==> src/rtl/mips_pkg.sv <==
// Shared constants for the MIPS front end: fetch granularity, default
// instruction memory size and the word-alignment mask.
package mips_pkg;

  localparam logic [31:0] NOP_INSTR         = 32'h0000_0000;
  localparam int unsigned INSTR_BYTES       = 4;
  localparam int unsigned DEFAULT_MEM_BYTES = 512;
  localparam logic [1:0]  ALIGN_MASK        = 2'b11;

endpackage

==> src/rtl/pc_next_mux.sv <==
// Combinational fetch-address select (redirect > stall replay > sequential PC)
// plus the legality check and the PC that follows the selected address.
module pc_next_mux
  import mips_pkg::*;
#(
  parameter int unsigned MEM_BYTES = DEFAULT_MEM_BYTES
) (
  input  logic        redirect,
  input  logic        stall,
  input  logic        fetchFault,
  input  logic [31:0] redirectTarget,
  input  logic [31:0] reqPC,
  input  logic [31:0] pcReg,
  output logic [31:0] memAddress,
  output logic [31:0] nextPC,
  output logic        fetchOk
);

  logic        aligned;
  logic        inRange;
  logic [32:0] lastByte;

  always_comb begin
    memAddress = pcReg;
    if (redirect) begin
      memAddress = redirectTarget;
    end else if (stall) begin
      memAddress = reqPC;
    end
  end

  // Both the redirect and the sequential case advance from the selected address.
  assign nextPC   = memAddress + 32'(INSTR_BYTES);

  // Widened so an address near 2^32 cannot wrap past the range check.
  assign lastByte = {1'b0, memAddress} + 33'd3;
  assign aligned  = (memAddress[1:0] & ALIGN_MASK) == 2'b00;
  assign inRange  = lastByte < 33'(MEM_BYTES);
  assign fetchOk  = aligned && inRange && !fetchFault;

endmodule

==> src/rtl/instruction_fetch_stage.sv <==
// IF stage: owns the PC, hides the instruction memory's one-cycle read
// latency and feeds decode through the IF/ID register.
module instruction_fetch_stage
  import mips_pkg::*;
#(
  parameter logic [31:0] RESET_PC  = 32'h0000_0000,
  parameter int unsigned MEM_BYTES = DEFAULT_MEM_BYTES
) (
  input  logic        clock,
  input  logic        reset,
  output logic [31:0] memAddress,
  input  logic [31:0] memInstruction,
  input  logic        stall,
  input  logic        redirect,
  input  logic [31:0] redirectTarget,
  output logic [31:0] ifidInstruction,
  output logic [31:0] ifidPC,
  output logic [31:0] ifidPCPlus4,
  output logic        ifidValid,
  output logic        fetchFault,
  output logic [31:0] faultAddress,
  output logic [31:0] fetchCount
);

  logic [31:0] pcReg;
  logic [31:0] reqPC;
  logic        reqValid;
  logic [31:0] nextPC;
  logic        fetchOk;

  pc_next_mux #(
    .MEM_BYTES(MEM_BYTES)
  ) u_pc_next_mux (
    .redirect      (redirect),
    .stall         (stall),
    .fetchFault    (fetchFault),
    .redirectTarget(redirectTarget),
    .reqPC         (reqPC),
    .pcReg         (pcReg),
    .memAddress    (memAddress),
    .nextPC        (nextPC),
    .fetchOk       (fetchOk)
  );

  // Request stage (pcReg/reqPC) and IF/ID stage advance together.
  always_ff @(posedge clock or posedge reset) begin
    if (reset) begin
      pcReg           <= RESET_PC;
      reqPC           <= 32'h0;
      reqValid        <= 1'b0;
      ifidInstruction <= NOP_INSTR;
      ifidPC          <= 32'h0;
      ifidPCPlus4     <= 32'h0;
      ifidValid       <= 1'b0;
      fetchFault      <= 1'b0;
      faultAddress    <= 32'h0;
      fetchCount      <= 32'h0;
    end else if (fetchFault) begin
      reqValid  <= 1'b0;
      ifidValid <= 1'b0;
    end else if (redirect) begin
      ifidValid <= 1'b0;
      reqPC     <= redirectTarget;
      reqValid  <= fetchOk;
      pcReg     <= nextPC;
      if (!fetchOk) begin
        fetchFault   <= 1'b1;
        faultAddress <= redirectTarget;
      end
    end else if (!stall) begin
      ifidInstruction <= memInstruction;
      ifidPC          <= reqPC;
      ifidPCPlus4     <= reqPC + 32'(INSTR_BYTES);
      ifidValid       <= reqValid;
      reqPC           <= pcReg;
      reqValid        <= fetchOk;
      pcReg           <= nextPC;
      if (reqValid) begin
        fetchCount <= fetchCount + 32'd1;
      end
      if (!fetchOk) begin
        fetchFault   <= 1'b1;
        faultAddress <= pcReg;
      end
    end
  end

endmodule

==> config.mk <==
export PLATFORM = sky130hd
export DESIGN_NAME = instruction_fetch_stage
export DESIGN_NICKNAME = d
export VERILOG_FILES = /design/src/rtl/mips_pkg.sv /design/src/rtl/pc_next_mux.sv /design/src/rtl/instruction_fetch_stage.sv
export SDC_FILE = /design/constraint.sdc
export NUM_CORES = 1
export LEC_CHECK = 0
export ABC_AREA = 1
export BUFFER_PORTS_ARGS = -buffer_cell sky130_fd_sc_hd__buf_2
export CAP_MARGIN = 20
export CORE_MARGIN = 4
export CORE_UTILIZATION = 61
export DETAILED_ROUTE_END_ITERATION = 8
export MAX_ROUTING_LAYER = met4
export PLACE_DENSITY_LB_ADDON = 0.05
export SETUP_SLACK_MARGIN = 0.15
export SYNTH_ARGS = -nofsm -noshare
export SYNTH_HDL_FRONTEND = slang
export SYNTH_HIERARCHICAL = 1
export SYNTH_SLANG_ARGS = --single-unit
export TNS_END_PERCENT = 10
==> constraint.sdc <==
create_clock -name clock -period 20 [get_ports clock]
set_input_delay 1 -clock clock [delete_from_list [all_inputs] [get_ports clock]]
set_output_delay 1 -clock clock [all_outputs]
set_load 0.01 [all_outputs]
Word-level counts from Yosys, hierarchy flattened:

Cells that the tools add are included.
Widths: inputs -> output; s select.

* register bits: 227
* bits in latches: 0
* RAM bits: 0
* ROM bits: 0
* input bits: 68
* word-level logic and storage cells: 47
* memories kept: 0

* add/sub/neg operators: 4
* multipliers: 0
* div/mod/pow operators: 0
* $lt $le $gt $ge: 1
* equal/unequal tests: 2
* shift-type cells: 0
* muxes and demuxes: 18
* bitwise logic cells: 4
* reductions and logical operators: 8

Operators with widths (number)
* $mux 32: 8
* $add 32x3->32 const B: 2
* $add 32x2->33 const B: 1
* $lt 33x10->1 const B: 1
* $add 32x1->32 const B: 1
* $mux 1: 10
* $reduce_and 3->1: 2
* $not 1->1: 4
* $reduce_and 4->1: 1
* $ne 3x1->1 const B: 1
* $logic_and 1x1->1: 2
* $logic_not 2->1: 1
* $ne 2x1->1 const B: 1
* $reduce_and 2->1: 1
* $logic_not 1->1: 1

Longest topological paths before layout:

Gate-level depths: netlist of run 1.

* word-level depth: 10
* mapped depth: 24
* gate-level depth less buffers: 20

Cells and area by module:

The synthesis of run 1 kept the hierarchy.

By module, submodules not included
* instruction_fetch_stage: times used 1, cells each 1283, area an instance 10501.3 um^2, sequential area each 5630.4 um^2
* pc_next_mux: times used 1, cells each 552, area an instance 2860.2 um^2, sequential area each 0.0 um^2

Worst setup path after synthesis of run 1:

OpenSTA, ideal clock, no wires.

* path type: in2reg
* from: input redirect
* to: register faultAddress[0]
* setup time: 65 ps
* arrival: 3410 ps
* data required time: 19935 ps
* path slack: 16525 ps
* stages on the path: 18
* buffers on the path: 3
* path through: buf_6 -> inv_6 -> buf_6 -> nand2_1 -> nand2_1 -> ha_1 -> nand3_1 -> nor2_4 -> nand2_1 -> nor2_2 -> xor2_1 -> nand3_1 -> nor2_1 -> nand3_1 -> nor2_1 -> clkbuf_1 -> o21ai_0 -> nand2_1

* longest elaborated chain between the ends: 7

Ends and longest elaborated chain
* start, declared: RTL line instruction_fetch_stage.sv:14 `input logic redirect,`
* $mux 32: RTL line pc_next_mux.sv:25 `if (redirect) begin`
* named net memAddress[2]: RTL line instruction_fetch_stage.sv:11 `output logic [31:0] memAddress,`
* $add 32x2->33: RTL line pc_next_mux.sv:36 `assign lastByte = {1'b0, memAddress} + 33'd3;`
* $lt 33x10->1: RTL line pc_next_mux.sv:38 `assign inRange = lastByte < 33'(MEM_BYTES);`
* $logic_and 1x1->1 (2 in series): RTL line pc_next_mux.sv:39 `assign fetchOk = aligned && inRange && !fetchFault;`
* named net fetchOk: RTL line instruction_fetch_stage.sv:29 `logic fetchOk;`
* $not 1->1 (no source line)
* $reduce_and 3->1 (no source line)
* end signal, assigned: RTL line instruction_fetch_stage.sv:68 `faultAddress <= redirectTarget;`
* end signal, assigned: RTL line instruction_fetch_stage.sv:83 `faultAddress <= pcReg;`
* end, declared: RTL line instruction_fetch_stage.sv:21 `output logic [31:0] faultAddress,`

The timed path passes the listed nets, and every way through them passes these cells.
A chain may end at the register's enable or synchronous reset.

Final worst setup path of run 1:

* from: input redirect
* to: register faultAddress[3]

* longest elaborated chain between the ends: 7

Ends and longest elaborated chain (RTL line)
* $mux 32 (*): pc_next_mux.sv:25
* $add 32x2->33: pc_next_mux.sv:36
* $lt 33x10->1: pc_next_mux.sv:38
* $logic_and 1x1->1 (*) (2 in series): pc_next_mux.sv:39
* named net fetchOk: instruction_fetch_stage.sv:29
* $not 1->1 (no source line) (*)
* $reduce_and 3->1 (no source line) (*)

Mark *: on every way through the listed nets, which the timed path passes. The rest lies on a longest branch.

==> results of run 1 <==
[power groups by stage]
stage                     Sequential [W]  Clock, W  Combinational [W]
after CTS                       0.000462  0.000458           0.000102
final                           0.000462  0.000456           0.000104
after floorplan                 0.000472         0          0.0000650
after detailed placement        0.000470         0           0.000101
after global routing            0.000462  0.000481           0.000114
after global placement          0.000470         0           0.000101
[cell usage in the layout, fill, tap and decap left out, types with 2 or more instances in the layout]
master	n
a21oi_1	6
ha_1	3
nand3_1	71
dfrtp_1	225
nor3_1	5
nor3_2	3
nand2_1	810
inv_2	7
clkbuf_1	5
and2_1	3
clkbuf_16	25
or2_2	17
inv_6	3
nand3_2	9
nand4_1	30
xnor2_1	10
nand3b_1	10
o21ai_0	90
xor2_1	38
a21boi_0	3
or2_0	2
clkinvlp_4	3
clkinv_4	3
inv_4	2
inv_1	145
clkinv_2	6
nand2_4	5
bufinv_16	2
nand2_2	40
a31oi_1	3
o21ai_2	43
buf_4	5
nand3_4	2
nor2_4	16
inv_8	2
nor2_1	112
nor2_2	28
o21ai_1	17
buf_2	261
[cells by family after synthesis]
family	Yosys count	share of synthesized area
buffers and inverters	228	0.08727
adders and majority gates	3	0.002810
AOI/OAI and AO/OA	165	0.07594
DFF	225	0.4214
and+or+nand+nor	1166	0.3811
xor gates and xnor gates	48	0.03146
[layer usage]
layer | routed length (um) | track usage | share of wire | vias to the layer above
li1 | - | - | - | 6155
met1 | 17370 | 0.4794 | 0.43 | 5916
met2 | 18060 | 0.5112 | 0.45 | 637
met3 | 3663 | 0.04078 | 0.091 | 83
met4 | 981 | 0.07753 | 0.024 | 0
met5 | 0 | - | 0 | -
[path summary, 6_finish.rpt]
check                                   start                  to  slack [ns]  depth (start not counted)
setup / recovery                     redirect     faultAddress[3]       15.51                         22
hold reg to reg            ifidInstruction[2]  ifidInstruction[2]        0.47                          2
setup reg to reg                     reqPC[2]     faultAddress[3]       16.38                         20
max in group asynchronous               reset           reqPC[18]       17.78                          4
hold / removal                          reset       fetchCount[2]        0.42                          2
min in group clock         ifidInstruction[2]  ifidInstruction[2]        0.47                          2
[state kept, by name, summed over array words and instances, names as in the netlist]
signal           cells
ifidPC              32
pcReg               32
ifidPCPlus4         30
reqPC               32
ifidValid            1
ifidInstruction     32
reqValid             1
fetchFault           1
faultAddress        32
fetchCount          32
[area by class of cell]
type | count | area, sq um
well taps | 275 | 344.1
clock inverters | 15 | 153.9
fillers | 1744 | 5937
flip-flops and latches | 225 | 5630
clock buffers | 31 | 658.1
multi-input cells | 1382 | 6575
repair buffers | 267 | 1371
inverters | 158 | 616.8
[metrics by stage]
step	hold slack [ns]	power, W	area [sq um]	std cells
finish	0.4182	0.001022	15350	2353
detailed placement	0.4594	0.0005712	14510	2306
CTS	0.4759	0.001022	15320	2352
floorplan	0.4807	0.0005371	13360	1835
global placement	0.4569	0.0005707	14510	2306
global route	0.4355	0.001056	15350	2353
[critical path, stage by stage]
cell and delay (ns):
buf_2 0.08, buf_4 0.65, inv_6 0.39, or2_2 0.39
nand2_1 0.09, nand2_1 0.34, nand2_2 0.20, inv_2 0.05
nand2_2 0.08, nor2_2 0.05, nand2_1 0.06, nand2_1 0.05
nand2_1 0.08, inv_1 0.04, nand2_1 0.04, nor2_1 0.04
nand3_1 0.09, nor2_2 0.04, buf_4 0.23, nor2_4 0.62
nand2_1 0.14, nand2_1 0.11
==> impl_metrics.yaml, run 1 <==
yosys:
  synthTopCellsByArea: "dfrtp_1 42%, nand2_1 23%, inv_1 4.1%"
  async_flop_share: 1.000
  synth.yosys.seq_area_share: 0.4214
  synth_nets: 1906
  ys_ff_latch: 225
  synth_edf_count: 0
  mappedNetlistArea_sq_um: 13360
  ys_types: 42
  yosys.area.top_type: "dfrtp_1"
  synth.top_cell.area_share: 0.4214
  yosysMostFrequentCell: "nand2_1"
  synth_commonest_cells: "811 x nand2_1, 225 x dfrtp_1, 146 x inv_1, 113 x nor2_1, 90 x o21ai_0"
  synthFlopType: "dfrtp_1"
  yosysWarnings: 6
  synthCells: 1835
  avgSynthCellArea_sq_um: 7.282
clock_network:
  cts.clk_slew.worst_paths_ns: 0.06
  clockBufferDepth: 3
  clock-sinks: 225
  htreeDepth: 1
  cts_hold_buffers: 0
  cts_buffers: 25
  cts_tree: "yes"
  post_cts_buffers: 0
  cts.repair.resized: 0
  clock_latency_ns: 0.53
  clockRootBuffer: "clkbuf_16"
power_and_ir_drop:
  p_comb_frac: 0.102
  swShare: 0.2637
  p_leak_nw: 8.751
  pwr_density_cell_nw_per_um2: 66.56
  seq_power_share: 0.452
  peakVddDrop_v: 0.00005757
  pwr-share-clk: 0.446
  p_switching_w: 0.0002694
  p_int_w: 0.0007522
placement:
  port_buffers: 261
  place_ws_ns: 15.11
  gp_congestion: 0.9617
  dpl.hpwl_um: 29680
sta:
  finalClockSkew_ns: 0.01819
  hold_viol: 0
  tightestPinTransition_ns: 1.044
  fmax_mhz: 222.5
  rsz0062_at_grt: "false"
  drv_slew: 0
  finalSetupViolCount: 0
  setup_ws_ns: 15.51
  setup_tns_ns: 0
  relSlewSlack: 0.3039
  period_needed_ns: 4.494
  fin_crit_sh: 0.2247
detailed_routing:
  drc: 0
  via_per_inst: 5.436
  drt-initial-drc-count: 1610
  routed-via-count: 12790
  ant_nets: 0
  dr.pass1.iters: 5
  routed_wl_um: 40080
  wl_per_cell_um: 17.03
finish:
  antennaDiodeCount: 0
  finalNetCount: 2130
  fin_util: 0.7211
  area_growth_pct: 14.88
  final_layout_size_suffix_gt1_frac: 0.2344
global_route:
  grt_usage: 0.3334
  grt_pass1_wl_um: 63720
  grt_pass1_vias: 12180
  gr-total-overflow: 0
  antenna_found_initial: 0
  grt_max_degree: 158
worst_setup_path:
  crit_path_start_kind: "input port"
  worstPathArrival_ns: 4.96
  worstPathRequired_ns: 20.46
  crit_fanout: 92
  end_kind: "flop"
  crit_type: "input port to flop"
die:
  io_pins: 262
  initial_core_util: 0.6277
  rows: 53
  die_area_sq_um: 24340
  core_sq_um: 21290
  fp.dieW_um: 156
  die_h_um: 156
worst_hold_path:
  holdCritPathClass: "input port to asynchronous set/reset pin"
job:
  maxCapViolations: 0
status:
  status: "finished, final reports clean"
(Power assumes the default switching activity.)
==> run 2, diff against run 1 <==
CORE_UTILIZATION = 51   (was 61)
clock period = 3.8 ns   (was 20 ns; I/O delays follow)
==> impl_metrics.yaml, run 2 (synthesis gave the netlist of run 1 again) <==
sta:
  rsz0062_at_grt: "false"
  fmax_mhz: 319.4
  finalSetupViolCount: 0
  setup_ws_ns: 0.6689
  hold_ws_ns: 0.02833
  setup_tns_ns: 0
  finalClockSkew_ns: 0.02843
  fin_crit_sh: 0.8240
  drv_slew: 0
  hold_viol: 0
  relSlewSlack: 0.3717
  period_needed_ns: 3.131
  tightestPinTransition_ns: 0.9425
detailed_routing:
  ant_nets: 0
  drc: 0
  routed-via-count: 12670
  via_per_inst: 5.177
  routed_wl_um: 41570
  drt-initial-drc-count: 1230
  dr.pass1.iters: 6
  wl_per_cell_um: 16.98
global_route:
  antenna_found_initial: 0
  grt_max_degree: 171
  grt_usage: 0.2935
  gr-total-overflow: 0
  grt_pass1_vias: 12140
  grt_pass1_wl_um: 66320
placement:
  gp_congestion: 0.9284
  port_buffers: 261
  place_ws_ns: 0.4588
  dpl.hpwl_um: 31090
worst_setup_path:
  crit_top_cell: "nand2_1"
  slowest_stage: "nor2_4"
  crit_path_start_kind: "flop"
  crit_type: "flop to flop"
  crit_fanout: 32
  cp_num_buf_inv: 1
  path_delay_family: "simple AND/OR/NAND/NOR gates"
  worstPathArrival_ns: 3.58
  worst_path_largest_cell_delay_ns: 0.59
  worstPathRequired_ns: 4.25
  worstPathCellList: "nand2_1 -> nand2_1 -> nand2_1 -> nand2_2 -> ha_1 -> nand3_1 -> nor2_4 -> nand2_1 -> nor2_4 -> nand3_1 -> nand2_1 -> inv_1 -> nand2_1 -> nor2_1 -> nand3_1 -> nor2_2 -> nor2_4 -> nand2_1 -> nand2_1"
  end_kind: "flop"
job:
  maxCapViolations: 0
clock_network:
  clock-sinks: 225
  cts_buffers: 26
  clockRootBuffer: "clkbuf_16"
  post_cts_buffers: 0
  cts.clk_slew.worst_paths_ns: 0.06
  htreeDepth: 1
  clockBufferDepth: 3
  clock_latency_ns: 0.54
  cts_tree: "yes"
die:
  fp.dieW_um: 169.9
  die_area_sq_um: 28850
  rows: 58
  die_h_um: 169.9
  io_pins: 262
  initial_core_util: 0.5246
  core_sq_um: 25470
finish:
  fillers: 2400
  final_layout_size_suffix_gt1_frac: 0.2332
  seqCellArea_sq_um: 5630
  area_growth_pct: 18.54
  fin_util: 0.6218
  finalNetCount: 2172
  multi_input_area_sq_um: 6575
  mostFrequentLayoutCells: "810 x nand2_1, 261 x buf_2, 225 x dfrtp_1"
  final_common_cell: "nand2_1"
  antennaDiodeCount: 0
power_and_ir_drop:
  peakVddDrop_v: 0.0003002
  p_leak_nw: 8.924
  pwr_density_cell_nw_per_um2: 344.3
status:
  status: "finished, final reports clean"
worst_hold_path:
  holdCritPathClass: "input port to flop"
==> run 2: cell types whose count changed in the layout (fill, tap and decap cells not counted), moves of 2 or more <==
cell,delta
dlygate4sd3_1,+34
buf_4,+6
clkinv_2,-4
clkbuf_8,+3
clkinvlp_4,+3
buf_12,+2
clkinv_4,-2
==> run 2: cell type report <==
class | instances | area share
clock buffers | 34 | 0.04550
inverters | 158 | 0.03871
well taps | 330 | 0.02607
flip-flops and latches | 225 | 0.3555
multi-input cells | 1382 | 0.4151
clock inverters | 11 | 0.007426
repair buffers | 308 | 0.1117
==> run 2: repair_timing <==
action | in CTS | in global routing
resized for setup | 0 | 0
hold buffers | 34 | 0
endpoints found under the hold margin | 90 | 0
==> run 2: path summary, 6_finish.rpt <==
path                            start                   to  slack (ns)  cells after the start
max reg2reg                  reqPC[3]     faultAddress[13]        0.67                     19
max in group asynchronous       reset            pcReg[19]        2.60                      4
min in group asynchronous       reset  ifidInstruction[12]        0.45                      4
min                             stall            ifidValid        0.03                      3
max                          reqPC[3]     faultAddress[13]        0.67                     19
min reg2reg                ifidPC[30]           ifidPC[30]        0.47                      2
==> run 2: worst min-delay path, delay by kind of cell <==
family / cells / cell delay (ns)
buf+inv: 1 / 0.19
simple gates: 2 / 0.15
==> run 2: metal layers <==
metal / global-route usage / routed length [um] / vias up
met5: - / 0 / -
met4: 0.04620 / 590 / 0
met3: 0.03972 / 2821 / 46
met2: 0.4467 / 18530 / 469
met1: 0.4305 / 19630 / 5945
li1: - / - / 6213
==> run 2: power by group <==
| group | internal (W) | switching (W) | total, W | leakage [nW] |
|---|---|---|---|---|
| Sequential | 0.00242 | 0.0000131 | 0.00243 | 2.81 |
| Combinational | 0.000184 | 0.000397 | 0.000581 | 5.72 |
| Clock | 0.00141 | 0.00103 | 0.00244 | 0.394 |
==> run 2: per-stage QoR <==
stage          cells  power, W  area, sq um
5_1_grt         2448  0.005660        15840
2_1_floorplan   1835  0.002828        13370
3_5_place_dp    2369  0.003022        14660
3_3_place_gp    2369  0.003023        14660
4_1_cts         2448  0.005480        15840
6_report        2448  0.005453        15840
==> run 3, diff against run 2 <==
clock period = 2.6 ns   (was 3.8 ns; I/O delays follow)
==> impl_metrics.yaml, run 3 (synthesis gave the netlist of run 1 again) <==
status:
  status: "finished with violations"
  violations: "setup timing"
power_and_ir_drop:
  pwr_density_cell_nw_per_um2: 474.4
  peakVddDrop_v: 0.0004619
  p_leak_nw: 10.02
detailed_routing:
  routed-via-count: 13610
  wl_per_cell_um: 16.54
  ant_nets: 0
  routed_wl_um: 43700
  via_per_inst: 5.151
  drc: 0
  dr.pass1.iters: 6
  drt-initial-drc-count: 1227
die:
  core_sq_um: 25470
  rows: 58
  io_pins: 262
  fp.dieW_um: 169.9
  initial_core_util: 0.5246
  die_area_sq_um: 28850
  die_h_um: 169.9
sta:
  relSlewSlack: 0.4962
  setup_ws_ns: -0.1065
  finalClockSkew_ns: 0.01395
  finalSetupViolCount: 14
  fin_crit_sh: 1.041
  hold_viol: 0
  period_needed_ns: 2.706
  tightestPinTransition_ns: 0.7478
  fmax_mhz: 369.5
  drv_slew: 0
  rsz0062_at_grt: "true"
finish:
  final_area_sq_um: 17860
  mostFrequentLayoutCells: "783 x nand2_1, 261 x buf_2, 224 x dfrtp_1"
  antennaDiodeCount: 0
  final_common_cell: "nand2_1"
  final_layout_size_suffix_gt1_frac: 0.3175
  area_growth_pct: 33.68
  finalNetCount: 2365
clock_network:
  cts_buffers: 26
  htreeDepth: 1
  clockRootBuffer: "clkbuf_16"
  cts_tree: "yes"
  clock-sinks: 225
  clockBufferDepth: 3
  cts.clk_slew.worst_paths_ns: 0.06
  clock_latency_ns: 0.53
placement:
  place_area_sq_um: 16020
  dpl.hpwl_um: 32640
  gp_congestion: 0.9707
  place_ws_ns: -0.2318
  port_buffers: 261
worst_setup_path:
  worstPathArrival_ns: 3.13
  worst_path_largest_cell_delay_ns: 0.41
  slowest_stage: "dfrtp_1"
  crit_path_start_kind: "flop"
  end_kind: "flop"
  crit_top_cell: "buf_4"
  crit_type: "flop to flop"
  worstPathCellList: "nand2_2 -> buf_4 -> buf_4 -> buf_4 -> buf_4 -> buf_4 -> buf_4 -> buf_4 -> buf_4 -> buf_4 -> buf_4 -> buf_4 -> buf_4 -> buf_4 -> buf_4 -> buf_4 -> nand3_1 -> o21ai_1 -> nand2_1 -> o21ai_2"
  worstPathRequired_ns: 3.02
  crit_fanout: 2
global_route:
  antenna_found_initial: 0
  grt_usage: 0.3076
  gr-total-overflow: 0
  grt_max_degree: 110
  grt_pass1_vias: 13180
  grt_pass1_wl_um: 69880
job:
  maxCapViolations: 0
worst_hold_path:
  holdCritPathClass: "input port to flop"
## run 3: area by class of cell
class | count | area, sq um
Clock buffer | 38 | 765.7
Fill cell | 2153 | 7610
Clock inverter | 8 | 135.1
Tap cell | 330 | 412.9
Multi-Input combinational cell | 1382 | 6818
Timing Repair Buffer | 501 | 3486
Sequential cell | 225 | 5632
Inverter | 158 | 613.1
## run 3: final timing paths
path,from,to,slack [ns],depth (start not counted)
hold reg to reg,ifidPC[19],ifidPC[19],0.47,2
setup / recovery,reqPC[2],pcReg[2],-0.11,20
hold / removal,redirectTarget[1],faultAddress[1],0.02,5
setup reg to reg,reqPC[2],pcReg[2],-0.11,20
min in group asynchronous,reset,ifidInstruction[27],0.27,3
max in group asynchronous,reset,fetchCount[22],1.52,4
## run 3: critical path: cells and delay by family, from the launching register on
kind / cells / cell delay (ns)
compound gates: 2 / 0.11
buf+inv: 15 / 1.86
flops: 1 / 0.41
simple gates: 3 / 0.22
## run 3: routing by layer
metal / vias up / share of wire / GRT usage
li1: 6604 / - / -
met1: 6417 / 0.46 / 0.4471
met2: 525 / 0.45 / 0.4754
met3: 62 / 0.071 / 0.03554
met4: 0 / 0.016 / 0.05285
met5: - / 0 / -
## run 3: repair_timing
| action | CTS | global route |
|---|---|---|
| gates resized for setup | 63 | 44 |
| hold endpoints to repair | 60 | 0 |
| endpoints found under the setup margin | 35 | 42 |
| hold buffers | 35 | 0 |
| pin swaps | 28 | 19 |
| buffers inserted | 21 | 3 |
| cloned | 2 | 2 |
## run 3: where the power goes
part           switching (W)  internal (W)  total, W
Combinational       0.000644      0.000461   0.00111
Sequential         0.0000185       0.00353   0.00355
Clock                0.00148       0.00234   0.00382
Total                0.00214       0.00633   0.00847
## run 3: stage by stage
stage | utilization | total power (W) | hold slack, ns | std cells | setup TNS (ns)
after detailed placement | 0.6288 | 0.004601 | 0.2813 | 2533 | -7.067
final | 0.7012 | 0.008473 | 0.02388 | 2642 | -0.2285
after CTS | 0.6927 | 0.008486 | 0.003774 | 2637 | 0
after global placement | 0.6288 | 0.004597 | 0.2747 | 2533 | -6.301
after floorplan | - | 0.004133 | 0.2396 | 1835 | -107.50
after global routing | 0.7012 | 0.008777 | 0.02989 | 2642 | -4.173
